===== config.mk =====
export PLATFORM = sky130hd
export DESIGN_NAME = input_unit
export DESIGN_NICKNAME = d
export VERILOG_FILES = /design/src/rtl/input_unit_pkg.sv /design/src/rtl/input_fifo.sv /design/src/rtl/input_unit.sv
export SDC_FILE = /design/constraint.sdc
export NUM_CORES = 1
export LEC_CHECK = 0
export ABC_AREA = 0
export BUFFER_PORTS_ARGS = -buffer_cell sky130_fd_sc_hd__buf_4
export CORE_MARGIN = 1
export CORE_UTILIZATION = 50
export CTS_CLUSTER_SIZE = 20
export DETAILED_ROUTE_END_ITERATION = 10
export PLACE_DENSITY_LB_ADDON = 0.25
export RECOVER_POWER = 50
export SETUP_SLACK_MARGIN = 0.5
export SLEW_MARGIN = 20
export SYNTH_ARGS = -nofsm -noshare
export SYNTH_HDL_FRONTEND = slang
export SYNTH_SLANG_ARGS = --single-unit

===== constraint.sdc =====
create_clock -name clk -period 2.68 [get_ports clk]
set_clock_uncertainty 0.1 [all_clocks]
set_input_delay 0.134 -clock clk [delete_from_list [all_inputs] [get_ports clk]]
set_output_delay 0.134 -clock clk [all_outputs]
set_load 0.01 [all_outputs]

===== src/rtl/input_unit_pkg.sv =====
// Shared types and default sizing for the core's input port unit.
package input_unit_pkg;

    localparam int unsigned DATA_W_DEF = 8;
    localparam int unsigned DEPTH_DEF  = 4;

    typedef enum logic {
        IDLE = 1'b0,
        ACK  = 1'b1
    } state_t;

endpackage


===== src/rtl/input_fifo.sv =====
// Synchronous-write, combinational-read byte buffer for the input port.
module input_fifo
    import input_unit_pkg::*;
#(
    parameter int unsigned DATA_W = DATA_W_DEF,
    parameter int unsigned DEPTH  = DEPTH_DEF
) (
    input  logic                     clk,
    input  logic                     rst,
    input  logic                     push,
    input  logic [DATA_W-1:0]        push_data,
    input  logic                     pop,
    output logic [DATA_W-1:0]        pop_data,
    output logic                     full,
    output logic                     empty,
    output logic [$clog2(DEPTH):0]   count
);

    localparam int unsigned PTR_W = $clog2(DEPTH);
    localparam int unsigned CNT_W = PTR_W + 1;

    logic [DATA_W-1:0] mem [DEPTH];
    logic [PTR_W-1:0]  wr_ptr;
    logic [PTR_W-1:0]  rd_ptr;
    logic [CNT_W-1:0]  count_q;
    logic              do_push;
    logic              do_pop;

    // Full/empty come from the pre-edge count, so a push into a full buffer
    // waits a cycle even if a pop is happening alongside it.
    assign full     = (count_q == CNT_W'(DEPTH));
    assign empty    = (count_q == '0);
    assign do_push  = push && !full;
    assign do_pop   = pop && !empty;
    assign pop_data = empty ? '0 : mem[rd_ptr];
    assign count    = count_q;

    always_ff @(posedge clk or negedge rst) begin
        if (!rst) begin
            wr_ptr  <= '0;
            rd_ptr  <= '0;
            count_q <= '0;
            for (int unsigned i = 0; i < DEPTH; i++) begin
                mem[i] <= '0;
            end
        end else begin
            if (do_push) begin
                mem[wr_ptr] <= push_data;
                wr_ptr      <= wr_ptr + PTR_W'(1);
            end
            if (do_pop) begin
                rd_ptr <= rd_ptr + PTR_W'(1);
            end
            case ({do_push, do_pop})
                2'b10:   count_q <= count_q + CNT_W'(1);
                2'b01:   count_q <= count_q - CNT_W'(1);
                default: count_q <= count_q;
            endcase
        end
    end

endmodule


===== src/rtl/input_unit.sv =====
// Input port unit: strobe synchroniser, 4-phase handshake FSM and byte FIFO
// feeding IN instructions in EX.
module input_unit
    import input_unit_pkg::*;
#(
    parameter int unsigned DATA_W      = DATA_W_DEF,
    parameter int unsigned DEPTH       = DEPTH_DEF,
    parameter int unsigned SYNC_STAGES = 2
) (
    input  logic                     clk,
    input  logic                     rst,
    input  logic [DATA_W-1:0]        in_port,
    input  logic                     in_strobe,
    output logic                     in_ack,
    input  logic                     id_ex_input_en,
    output logic [DATA_W-1:0]        in_data,
    output logic                     in_stall,
    output logic [$clog2(DEPTH):0]   fifo_count,
    output logic                     fifo_full
);

    logic [SYNC_STAGES-1:0] sync_q;
    logic                   strobe_s;
    state_t                 state_q;
    state_t                 state_d;
    logic                   ack_q;
    logic                   ack_d;
    logic                   push_c;
    logic                   fifo_empty;

    // Metastability chain on the asynchronous strobe
    always_ff @(posedge clk or negedge rst) begin
        if (!rst) begin
            sync_q <= '0;
        end else begin
            sync_q <= {sync_q[SYNC_STAGES-2:0], in_strobe};
        end
    end

    assign strobe_s = sync_q[SYNC_STAGES-1];

    always_ff @(posedge clk or negedge rst) begin
        if (!rst) begin
            state_q <= IDLE;
            ack_q   <= 1'b0;
        end else begin
            state_q <= state_d;
            ack_q   <= ack_d;
        end
    end

    // One capture per strobe pulse; a full buffer leaves the device waiting
    always_comb begin
        state_d = state_q;
        ack_d   = ack_q;
        push_c  = 1'b0;
        case (state_q)
            IDLE: begin
                ack_d = 1'b0;
                if (strobe_s && !fifo_full) begin
                    push_c  = 1'b1;
                    ack_d   = 1'b1;
                    state_d = ACK;
                end
            end
            ACK: begin
                ack_d = 1'b1;
                if (!strobe_s) begin
                    ack_d   = 1'b0;
                    state_d = IDLE;
                end
            end
            default: begin
                ack_d   = 1'b0;
                state_d = IDLE;
            end
        endcase
    end

    assign in_ack   = ack_q;
    assign in_stall = id_ex_input_en && fifo_empty;

    input_fifo #(
        .DATA_W (DATA_W),
        .DEPTH  (DEPTH)
    ) u_fifo (
        .clk       (clk),
        .rst       (rst),
        .push      (push_c),
        .push_data (in_port),
        .pop       (id_ex_input_en),
        .pop_data  (in_data),
        .full      (fifo_full),
        .empty     (fifo_empty),
        .count     (fifo_count)
    );

endmodule


# == After elaboration in Yosys (flattened, before gate mapping) ==
# Index checks and enable logic that the tools add are counted.
# op_classes
add_sub_neg,4
order_cmp,3
eq_ne,3
muxes,12
bitwise_logic,3
n_reduce_logical,9
# ops
op,n
32-bit bitwise mux,1
8-bit two-way mux,4
8-bit binary-select mux with 2-bit select,1
8-bit demux with 2-bit select,1
"3-bit greater-or-equal comparator, second input constant",2
2-bit inverter with 3-bit output,2
3-bit case mux with 2 select lines,1
1-bit logical AND,5
"2-bit by 1-bit adder with 2-bit output, second input constant",2
"3-bit by 1-bit adder with 3-bit output, second input constant",1
"3-bit equality test, second input constant",1
3-bit logical NOT,1
"3-bit by 1-bit < comparator with 1-bit output, second input constant",1
1-bit two-way mux,3
"3-bit by 1-bit subtractor with 3-bit output, second input constant",1
"2-bit by 1-bit equality test with 1-bit output, second input constant",1
"2-bit equality test, second input constant",1
1-bit logical NOT,2
1-bit case mux with 2 select lines,1
2-bit nonzero test,1
1-bit inverter,1
# totals
ff_bits,42
inputBits,12
out_inout_bits,14

# == Longest topological paths before layout ==
# Gate-level depths: netlist (run 1).
# depth
depth_word,8
mapped_depth,9

# == Cells and area by module ==
# Synthesis (run 1) repeated with hierarchy kept, for this count alone.
# hier_totals
cells_unflattened,131
hier_area_um2,1946.9
# modules_own_cells
mod,instances,cells_each,area_each_um2,seq_area_each_um2
input_fifo,1,124,1841.8,975.9
input_unit,1,7,105.1,75.1

# == Worst setup path after synthesis (run 1) ==
# Ideal clock, no wire load.
# synth_timing
path_kind,reg-to-reg
startpoint,"register u_fifo.count_q[0], in the netlist u_fifo.count[0]"
endpoint,"register u_fifo.count_q[2], in the netlist u_fifo.count[2]"
t_arrival_ns,2.024
t_required_ns,2.501
setup_slack_ns,0.476
path_stages_with_launch,10
path_buffers,0
cell_sequence,dfrtp_1 > nor3b_4 > nor3b_1 > inv_1 > ha_1 > inv_1 > fa_1 > xor2_1 > nor2_1 > xor2_1
# synth_via
elab_chain_len,8
# synth_lines
item,line_no,text
from (decl),input_fifo.sv:25,logic [CNT_W-1:0] count_q;
from (signal assigned),input_fifo.sv:55,2'b10: count_q <= count_q + CNT_W'(1);
from (signal assigned),input_fifo.sv:56,2'b01: count_q <= count_q - CNT_W'(1);
from (signal assigned),input_fifo.sv:57,default: count_q <= count_q;
3-bit equality test *,input_fifo.sv:31,assign full = (count_q == CNT_W'(DEPTH));
net fifo_full,input_unit.sv:19,output logic fifo_full
1-bit logical NOT *,"input_fifo.sv:33, input_unit.sv:60",
1-bit logical AND,input_unit.sv:60,if (strobe_s && !fifo_full) begin
1-bit two-way mux,input_unit.sv:60,
1-bit two-way mux,input_unit.sv:57,case (state_q)
1-bit logical AND *,input_fifo.sv:33,assign do_push = push && !full;
2-bit by 1-bit equality test with 1-bit output or 2-bit equality test (tied branches),input_fifo.sv:54,"case ({do_push, do_pop})"
3-bit case mux with 2 select lines or 2-bit nonzero test (tied branches),--,
# Mark *: on every way through the listed nets, which the timed path passes. The rest lies on a longest branch.
# A chain may end at the register's enable or synchronous reset.

# == Worst setup path after layout (run 1) ==
# layout_timing
startpoint,"register u_fifo.count_q[2], in the netlist u_fifo.count[2]"
endpoint,"register u_fifo.count_q[2], in the netlist u_fifo.count[2]"
# layout_via
elab_chain_len,8
# layout_lines
item,line_no
3-bit equality test,input_fifo.sv:31
1-bit logical NOT,"input_fifo.sv:33, input_unit.sv:60"
1-bit logical AND,input_unit.sv:60
1-bit two-way mux,input_unit.sv:60
1-bit two-way mux,input_unit.sv:57
1-bit logical AND,input_fifo.sv:33
2-bit by 1-bit equality test with 1-bit output or 2-bit equality test (tied branches),input_fifo.sv:54
3-bit case mux with 2 select lines or 2-bit nonzero test (tied branches),--
# Parallel ways exist; a longest one is shown, timed or not.

==> run metrics, run 1 <==
status finished, final reports clean; fin crit share 0.854; Worst Tran Pin Value 1.01 ns; Yosys reg bits 42; reg2reg start u_fifo.count[2]; global-route wire length before repair around 6400 um; share of the synthesized area in the top cell type 0.493; Post-synth EDFFs 0; hold wc startpoint in_port[1]; initial antenna violation count 0; fmax 0.437 GHz; CORE AREA 4060 um^2; quantity of I/O buffers inserted on ports 25; Post-Synthesis Cells 131; gr ovfl total 0; Rows 23; VDD IR max 0.531 mV; kind of critical path flip-flop to flip-flop; fin. max-slew vios 0; Synth Warn # 0; top post-synthesis cells by count dfrtp_1, mux2_4, and2_1; peak fanout along the critical path 4; mean post-synth cell area 16.3 um^2; Final GP Congestion 0.720; ys flop type dfrtp_1; sequential element share of the synthesized area 0.493; Layout Utilization 0.632; P_leak 1.17 nW; n_diodes 0; Die ar. around 4500 um^2; dpl hpwl about 2500 um; CTS Sinks 42; Post-synth ARST share 1.00; final hold vios 0; CTS clk-pin slew, worst paths approximately 0.080 ns; die height 67.3 um; crit path time final roughly 2.3 ns; die width 67.3 um; Hold Path End u_fifo.mem[17]; Avg WL per Cell approximately 17 um; CTS tree yes; Power Density 1200 nW/um^2; clk_lat worst skew 0.29 ns; Clock Path Buffers 2; initial DRC count 25; Num CTS Buffers 5; antenna-violating nets left 0; DR vias/cell roughly 5.2; Worst Setup SP u_fifo.count[2]; R2R setup slack between 0.3 and 0.4 ns; Netlist cell types 21; critical path's top delay family simple AND/OR/NAND/NOR gates; CP Launch Type flip-flop; Worst Reg2Reg Path Length in Cells 9; Worst EP required 2.79 ns; worst path cell trace nor3b_1 -> nor3b_4 -> inv_1 -> ha_2 -> inv_1 -> fa_2 -> xor2_1 -> nor2_1 -> xor2_1; share of layout cells above drive strength 1 0.511; layout net count 191; DRC 0; top-count cell post-synth dfrtp_1; H-tree depth 2; vias in the first global route 1286; area leader, netlist dfrtp_1; Worst Setup End Kind flip-flop; capturing point of the worst reg2reg path u_fifo.count[2]; DRT Pass-1 Iters 4; largest net degree at the start of global routing 43; Synth Net Count about 150; hold path cells 2; Initial Util 0.525; CP max stage delay 0.50 ns; Via Count 1174; worst min path class input port to flip-flop; drt total wl 3820 um; Overall Global Routing Usage 0.202; max cap viols 0; CTS root buf clkbuf_8; final count of negative-setup-slack endpoints 0; synth top area cells dfrtp_1, mux2_4, mux4_2, nor4bb_2, ha_1; I/O pins 26; Sum Neg Setup Slack 0 ns; Mapped Area about 2100 um^2; RSZ-0062 raised after global routing false; crit path buf inv count 2; crit path DAT 2.40 ns; Slew HR 0.325; Crit-path slowest cell nor3b_1; layout overhead on the synthesized area 20.4%
==> cells in the final DEF (no fill, tap or decap), drive strengths merged, types with 2 or more instances in the layout <==
master,n
and2,9
dlygate4sd3,9
nor2,2
xor2,3
buf,27
nor3b,2
xnor2,3
mux2,33
inv,8
dfrtp,42
clkbuf,12
mux4,8
nor4bb,4
ha,5
==> how the worst max path moves through the flow <==
stage	end	slack, ns	cells past startpoint
floorplan	u_fifo.count[2]	0.50	9
global placement	u_fifo.count[2]	0.41	8
detailed placement	u_fifo.count[2]	0.32	8
CTS	u_fifo.count[2]	0.55	9
global route	u_fifo.count[2]	0.26	9
finish	u_fifo.count[2]	0.39	9
==> state kept, by name, indices dropped and copies added, names as in the netlist <==
name and count:
u_fifo.mem 32, u_fifo.count 3, sync_q 2, u_fifo.rd_ptr 2, u_fifo.wr_ptr 2, in_ack 1
==> per-layer routing <==
layer / vias up / part of all wire / GRT usage
li1: 537 / - / -
met1: 610 / 0.45 / 0.257
met2: 22 / 0.50 / 0.334
met3: 5 / 0.034 / 0.0557
met4: 0 / 0.012 / 0.0638
met5: - / 0 / 0
==> metrics by stage <==
step	instance area (um^2)	cells	worst slack [ns]	hold WS [ns]	power, mW
floorplan	2140	131	0.504	-0.262	2.21
global placement	2370	204	0.414	0.0387	2.62
detailed placement	2370	204	0.315	0.0528	2.67
CTS	2560	222	0.551	0.00211	3.14
global route	2570	224	0.256	0.00593	3.30
finish	2570	224	0.392	0.0156	3.09
==> where the power goes <==
group          leakage (nW)  switching (mW)  internal (mW)  total [mW]
logic                 0.626           0.496          0.970        1.47
clock network        0.0472           0.219          0.207       0.426
registers             0.500           0.254          0.943        1.20
total                  1.17           0.969           2.12        3.09
==> what timing repair did <==
item | CTS | global route
buffers inserted | 1 | 2
resized for setup | 2 | 3
pin swaps | 1 | 4
gates cloned | 0 | 0
hold buffers | 9 | 0
setup endpoints to repair | 5 | 1
endpoints found under the hold margin | 65 | 0
==> cell families (layout without fill, tap and decap cells) <==
family,after synthesis,in the layout,synth area share
XOR/XNOR,6,6,0.0247
AND/OR/NAND/NOR,19,19,0.0787
multiplexers,42,42,0.320
AO/OA/AOI/OAI,1,1,0.00352
adder cells (fa/ha/maj),6,6,0.0388
flip-flops,42,42,0.493
buffers and inverters,15,58,0.0411
==> cell type report <==
class / count / area [um^2]
inverter: 8 / 30.0
tap: 50 / 62.6
clock buffer: 6 / 82.6
multi-input combinational: 74 / 1000
fill: 333 / 1490
timing repair buffer: 42 / 324
sequential: 42 / 1050
clock inverter: 2 / 12.5
==> worst register-to-register path: cells and delay by family (launching register included) <==
kind | cells | cell delay, ns
adder cells (fa/ha/maj) | 2 | 0.51
flip-flops | 1 | 0.41
XOR/XNOR | 2 | 0.31
buffers and inverters | 2 | 0.13
AND/OR/NAND/NOR | 3 | 0.75
Note: power is estimated with default switching activity, not from simulation.
==> run 2, diff against run 1 <==
clock period = 1.9 ns   (was 2.68 ns; I/O delays follow)
==> run 2 against run 1 <==
  * The run now ends with negative setup slack left
  * Register-to-register slack lost 0.58 ns
  * Sequential power rose by 37%
  * Final cell count is 9.4% higher
  * Global-route usage up 2.7 points
  * Maximum frequency grew 9.5%
  * Total power grew 69%
  * Die area stayed put
  * Critical path depth up 1
  * Clock power grew 35%
  * Utilization is 9.7 points higher
  * Critical path type unchanged
  * Largest power group unchanged
==> run metrics, run 2 (synthesis results as in run 1) <==
crit path DAT 2.22 ns (was 2.40 ns); Overall Global Routing Usage 0.229 (was 0.202); CTS Sinks 42 (unchanged); VDD IR max 1.02 mV (was 0.531 mV); Worst Tran Pin Value 1.05 ns (was 1.01 ns); placed insts 214 (was 204); hold wc startpoint id_ex_input_en (was in_port[1]); CTS root buf clkbuf_8 (unchanged); quantity of I/O buffers inserted on ports 25 (unchanged); kind of critical path flip-flop to flip-flop (unchanged); Clk network pwr share 0.110 (was 0.138); Reg with most FFs u_fifo.mem (unchanged); Logic pwr share 0.576 (was 0.475); crit path time final 2.09 ns (was 2.29 ns); final count of negative-setup-slack endpoints 2 (was 0); share of layout cells above drive strength 1 0.636 (was 0.511); CORE AREA 4060 um^2 (unchanged); most frequent cells in the layout dfrtp_1, mux2_4, buf_6, buf_4, dlygate4sd3_1 (was dfrtp_1, mux2_4, buf_4, and2_1, dlygate4sd3_1); Reg area 1050 um^2 (unchanged); fin. max-slew vios 0 (unchanged); R2R setup slack -0.19 ns (was 0.39 ns); Worst Setup SP u_fifo.count[1] (was u_fifo.count[2]); initial DRC count 87 (was 25); fin cells 245 (was 224); dpl hpwl 2630 um (was 2530 um); Post-DP Area 2470 um^2 (was 2370 um^2); Worst EP required 2.03 ns (was 2.79 ns); I/O pins 26 (unchanged); Power Density 1760 nW/um^2 (was 1200 nW/um^2); Layout Utilization 0.730 (was 0.632); P_leak 1.37 nW (was 1.17 nW); PnR worst setup slack -0.189 ns (was 0.392 ns); total power 5.21 mW (was 3.09 mW); Via Count 1245 (was 1174); drt total wl 4430 um (was 3820 um); largest net degree at the start of global routing 43 (unchanged); crit path buf inv count 3 (was 2); Num CTS Buffers 5 (unchanged); Sum Neg Setup Slack -0.225 ns (was 0 ns); H-tree depth 2 (unchanged); Worst Setup End Kind flip-flop (unchanged); max cap viols 0 (unchanged); DRC 0 (unchanged); antenna-violating nets left 0 (unchanged); clk_lat worst skew 0.30 ns (was 0.29 ns); worst min path class input port to flip-flop (unchanged); layout overhead on the synthesized area 39.0% (was 20.4%); Die ar. 4530 um^2 (unchanged); die height 67.3 um (unchanged); Final GP Congestion 0.705 (was 0.720); CP max stage delay 0.42 ns (was 0.50 ns); layout net count 212 (was 191); DR vias/cell 5.08 (was 5.24); global-route wire length before repair 7170 um (was 6360 um); Initial Util 0.525 (unchanged); violated checks negative setup slack; critical path's top delay family adder cells (was simple AND/OR/NAND/NOR gates); worst path cell trace buf_6 -> nor3b_4 -> nor3b_2 -> inv_1 -> ha_4 -> inv_2 -> fa_2 -> xor2_1 -> nor2_1 -> xor2_1 (was nor3b_1 -> nor3b_4 -> inv_1 -> ha_2 -> inv_1 -> fa_2 -> xor2_1 -> nor2_1 -> xor2_1); Rows 23 (unchanged); CP Launch Type flip-flop (unchanged); n_diodes 0 (unchanged); multi-input gate area in the final layout 1110 um^2 (was 1000 um^2); vias in the first global route 1403 (was 1286); die width 67.3 um (unchanged); commonest non-fill, non-tap cell in the layout dfrtp_1 (unchanged); NetSw 1.58 mW (was 969 uW); CTS tree yes (unchanged); Slew HR 0.297 (was 0.325); max reg flops 32 (unchanged); reg2reg start u_fifo.count[1] (was u_fifo.count[2]); fin area 2960 um^2 (was 2570 um^2); gr ovfl total 0 (unchanged); Place WS -0.158 ns (was 0.315 ns); fin crit share 1.10 (was 0.854); status complete, but fails checks (was finished, final reports clean); Sequential Power Share 0.314 (was 0.387); WHS 0.189 ns (was 0.0156 ns); Clock Path Buffers 2 (unchanged); RSZ-0062 raised after global routing true (was false); FILL cells 262 (was 333); Avg WL per Cell 18.1 um (was 17.1 um); cell repeated most along the worst path xor2_1; DRT Pass-1 Iters 4 (unchanged); peak fanout along the critical path 2 (was 4); final hold vios 0 (unchanged); CTS clk-pin slew, worst paths 0.08 ns (about the same); Pint 3.63 mW (was 2.12 mW); switching portion of total power 0.304 (was 0.314); fmax 0.479 GHz (was 0.437 GHz); initial antenna violation count 0 (unchanged); Crit-path slowest cell dfrtp_2 (was nor3b_1)
## run 2: final cells by class
type,count,area share
clock buffers,8,0.0270
inverters,8,0.0101
multi-input cells,74,0.374
flip-flops and latches,42,0.356
well taps,50,0.0211
repair buffers,63,0.212
## run 2: timing repair
item | CTS | global route
gates resized for setup | 33 | 17
buffers inserted | 7 | 4
endpoints found under the hold margin | 76 | 0
cloned | 1 | 0
pin swaps | 19 | 6
hold buffers | 11 | 0
setup endpoints to repair | 48 | 50
## run 2: worst min-delay path: cells and delay by family
family	cells	cell delay, ns
fa+ha+maj	1	0.16
buf+inv	1	0.09
simple gates	1	0.16
xor+xnor	1	0.05
## run 2: worst paths after layout
check	cells after the start	to
max	10	u_fifo.count[2]
min	4	u_fifo.count[0]
max reg2reg	10	u_fifo.count[2]
min reg2reg	0	sync_q[1]
max in group asynchronous	2	u_fifo.count[0]
min in group asynchronous	2	u_fifo.mem[29]
## run 2: routing by layer
layer | share of wire | global-route usage | vias to the layer above
li1 | - | - | 580
met1 | 0.44 | 0.284 | 634
met2 | 0.51 | 0.381 | 22
met3 | 0.032 | 0.0524 | 9
met4 | 0.016 | 0.0957 | 0
met5 | 0 | 0 | -
## run 2: power groups by stage
| stage | logic (mW) | registers (mW) | clock network (mW) |
|---|---|---|---|
| after floorplan | 1.62 | 1.55 | 0 |
| after global placement | 2.21 | 1.60 | 0 |
| after detailed placement | 2.29 | 1.63 | 0 |
| after CTS | 2.83 | 1.63 | 0.582 |
| after global routing | 3.23 | 1.69 | 0.624 |
| final | 3.00 | 1.64 | 0.573 |
==> run 3, diff against run 2 <==
==> constraint.sdc (replaced) <==
create_clock -name clk -period 1.9 [get_ports clk]
set_clock_uncertainty 0.1 [all_clocks]
set_input_delay 0.38 -clock clk [delete_from_list [all_inputs] [get_ports clk]]
set_output_delay 0.38 -clock clk [all_outputs]
set_load 0.01 [all_outputs]
==> run 3 against run 2 <==
  * Non-clock buffer count decreased by 11
  * Critical path type unchanged
  * Maximum frequency decreased by 2.1%
  * Flip-flop and latch count unchanged
  * Critical path depth unchanged
  * Clock power decreased by 3%
  * Utilization decreased by 2.3 points
  * The run still ends with negative setup slack left
  * Largest power group unchanged
  * Sequential share of layout area increased by 1.1 points
  * Total power increased by 0.93%
  * Worst hold slack got worse by 0.077 ns
==> run metrics, run 3 (synthesis results as in run 1) <==
worst path cell trace buf_6 -> nor3b_4 -> nor3b_2 -> inv_1 -> ha_4 -> inv_2 -> fa_2 -> xor2_1 -> nor2_1 -> xor2_1 (unchanged); Layout Utilization 0.707 (was 0.730); Rows 23 (unchanged); quantity of I/O buffers inserted on ports 25 (unchanged); die width 67.3 um (unchanged); Initial Util 0.525 (unchanged); fin crit share 1.12 (was 1.10); CP Launch Type flip-flop (unchanged); DR vias/cell 5.45 (was 5.08); global-route wire length before repair 6940 um (was 7170 um); Place WS -0.158 ns (about the same); Final GP Congestion 0.685 (was 0.705); CP max stage delay 0.43 ns (was 0.42 ns); Worst Tran Pin Value 1.08 ns (was 1.05 ns); CTS root buf clkbuf_8 (unchanged); H-tree depth 2 (unchanged); kind of critical path flip-flop to flip-flop (unchanged); violated checks negative setup slack (unchanged); Num CTS Buffers 5 (unchanged); reg2reg start u_fifo.count[1] (unchanged); Slew HR 0.278 (was 0.297); Overall Global Routing Usage 0.217 (was 0.229); n_diodes 0 (unchanged); gr ovfl total 0 (unchanged); Post-DP Area 2480 um^2 (was 2470 um^2); fin cells 233 (was 245); dpl hpwl 2730 um (was 2630 um); CTS clk-pin slew, worst paths 0.08 ns (about the same); Worst Setup End Kind flip-flop (unchanged); Sum Neg Setup Slack -2.28 ns (was -0.225 ns); PnR worst setup slack -0.233 ns (was -0.189 ns); RSZ-0062 raised after global routing true (unchanged); Worst EP required 2.02 ns (was 2.03 ns); Reg with most FFs u_fifo.mem (unchanged); peak fanout along the critical path 2 (unchanged); hold wc startpoint in_strobe (was id_ex_input_en); placed insts 216 (was 214); WHS 0.112 ns (was 0.189 ns); drt total wl 4710 um (was 4430 um); Crit-path slowest cell dfrtp_2 (unchanged); Clock Path Buffers 2 (unchanged); max reg flops 32 (unchanged); crit path time final 2.13 ns (was 2.09 ns); status complete, but fails checks (unchanged); vias in the first global route 1357 (was 1403); commonest non-fill, non-tap cell in the layout dfrtp_1 (unchanged); most frequent cells in the layout dfrtp_1, mux2_4, buf_6, buf_4, and2_4 (was dfrtp_1, mux2_4, buf_6, buf_4, dlygate4sd3_1); FILL cells 248 (was 262); Worst Setup SP u_fifo.count[1] (unchanged); Via Count 1269 (was 1245); Critical Path Stages 10 (unchanged); crit path DAT 2.26 ns (was 2.22 ns); final hold vios 0 (unchanged); fin area 2870 um^2 (was 2960 um^2); P_leak 1.34 nW (was 1.37 nW); CTS tree yes (unchanged); cell repeated most along the worst path xor2_1 (unchanged); DRT Pass-1 Iters 4 (unchanged); hold path cells 1 (was 4); Die ar. 4530 um^2 (unchanged); DRC 0 (unchanged); initial antenna violation count 0 (unchanged); Power Density 1830 nW/um^2 (was 1760 nW/um^2); clk_lat worst skew 0.29 ns (was 0.30 ns); CTS Sinks 42 (unchanged); fin. max-slew vios 0 (unchanged); share of layout cells above drive strength 1 0.683 (was 0.636); worst min path class input port to flip-flop (unchanged); final count of negative-setup-slack endpoints 30 (was 2); total power 5.26 mW (was 5.21 mW); Worst Reg2Reg Path Length in Cells 10 (unchanged); initial DRC count 70 (was 87); VDD IR max 0.913 mV (was 1.02 mV); die height 67.3 um (unchanged); critical path's top delay family simple AND/OR/NAND/NOR gates (was adder cells); fmax 0.469 GHz (was 0.479 GHz); layout overhead on the synthesized area 34.6% (was 39.0%); antenna-violating nets left 0 (unchanged); max cap viols 0 (unchanged); CORE AREA 4060 um^2 (unchanged); largest net degree at the start of global routing 43 (unchanged); I/O pins 26 (unchanged); layout net count 201 (was 212); crit path buf inv count 3 (unchanged); Avg WL per Cell 20.2 um (was 18.1 um)
-- run 3: worst register-to-register path, stage by stage, from the launching register on --
cell and delay [ns]:
dfrtp_2 0.43, buf_6 0.13, nor3b_4 0.25, nor3b_2 0.11
inv_1 0.10, ha_4 0.14, inv_2 0.03, fa_2 0.33
xor2_1 0.15, nor2_1 0.14, xor2_1 0.16
-- run 3: layout make-up --
cell class | count | area, um^2 | share of cell area
sequential | 42 | 1050 | 0.367
tap | 50 | 62.6 | 0.0218
inverter | 8 | 30.0 | 0.0105
multi-input combinational | 74 | 1100 | 0.385
clock inverter | 2 | 10.0 | 0.00349
clock buffer | 5 | 68.8 | 0.0240
timing repair buffer | 52 | 541 | 0.188
-- run 3: power by group --
group	switching [mW]	leakage (nW)	total [mW]	internal (mW)
Sequential	0.339	0.500	1.67	1.33
Combinational	0.985	0.796	3.04	2.05
Clock	0.309	0.0438	0.556	0.247
-- run 3: worst paths after layout --
kind                                   endpoint  slack [ns]
worst max-delay path            u_fifo.count[2]       -0.23
worst min-delay path                  sync_q[0]        0.11
worst max register to register  u_fifo.count[2]       -0.23
worst min register to register        sync_q[1]        0.25
max in group asynchronous       u_fifo.count[0]        0.26
min in group asynchronous        u_fifo.mem[27]        0.71
-- run 3: per-layer routing --
layer  GRT usage  up-vias  wire, um
met5           0        -         0
met4      0.0798        0        67
met3      0.0405        9       123
met2       0.359       23      2480
met1       0.283      675      2040
li1            -      562         -
-- run 3: what timing repair did --
item                       CTS  global route
pin swaps                   16             3
gates cloned                 0             1
hold endpoints to repair    42             0
setup endpoints to repair   52            54
setup buffers                4             4
resized for setup           39            15
hold buffers                 1             0
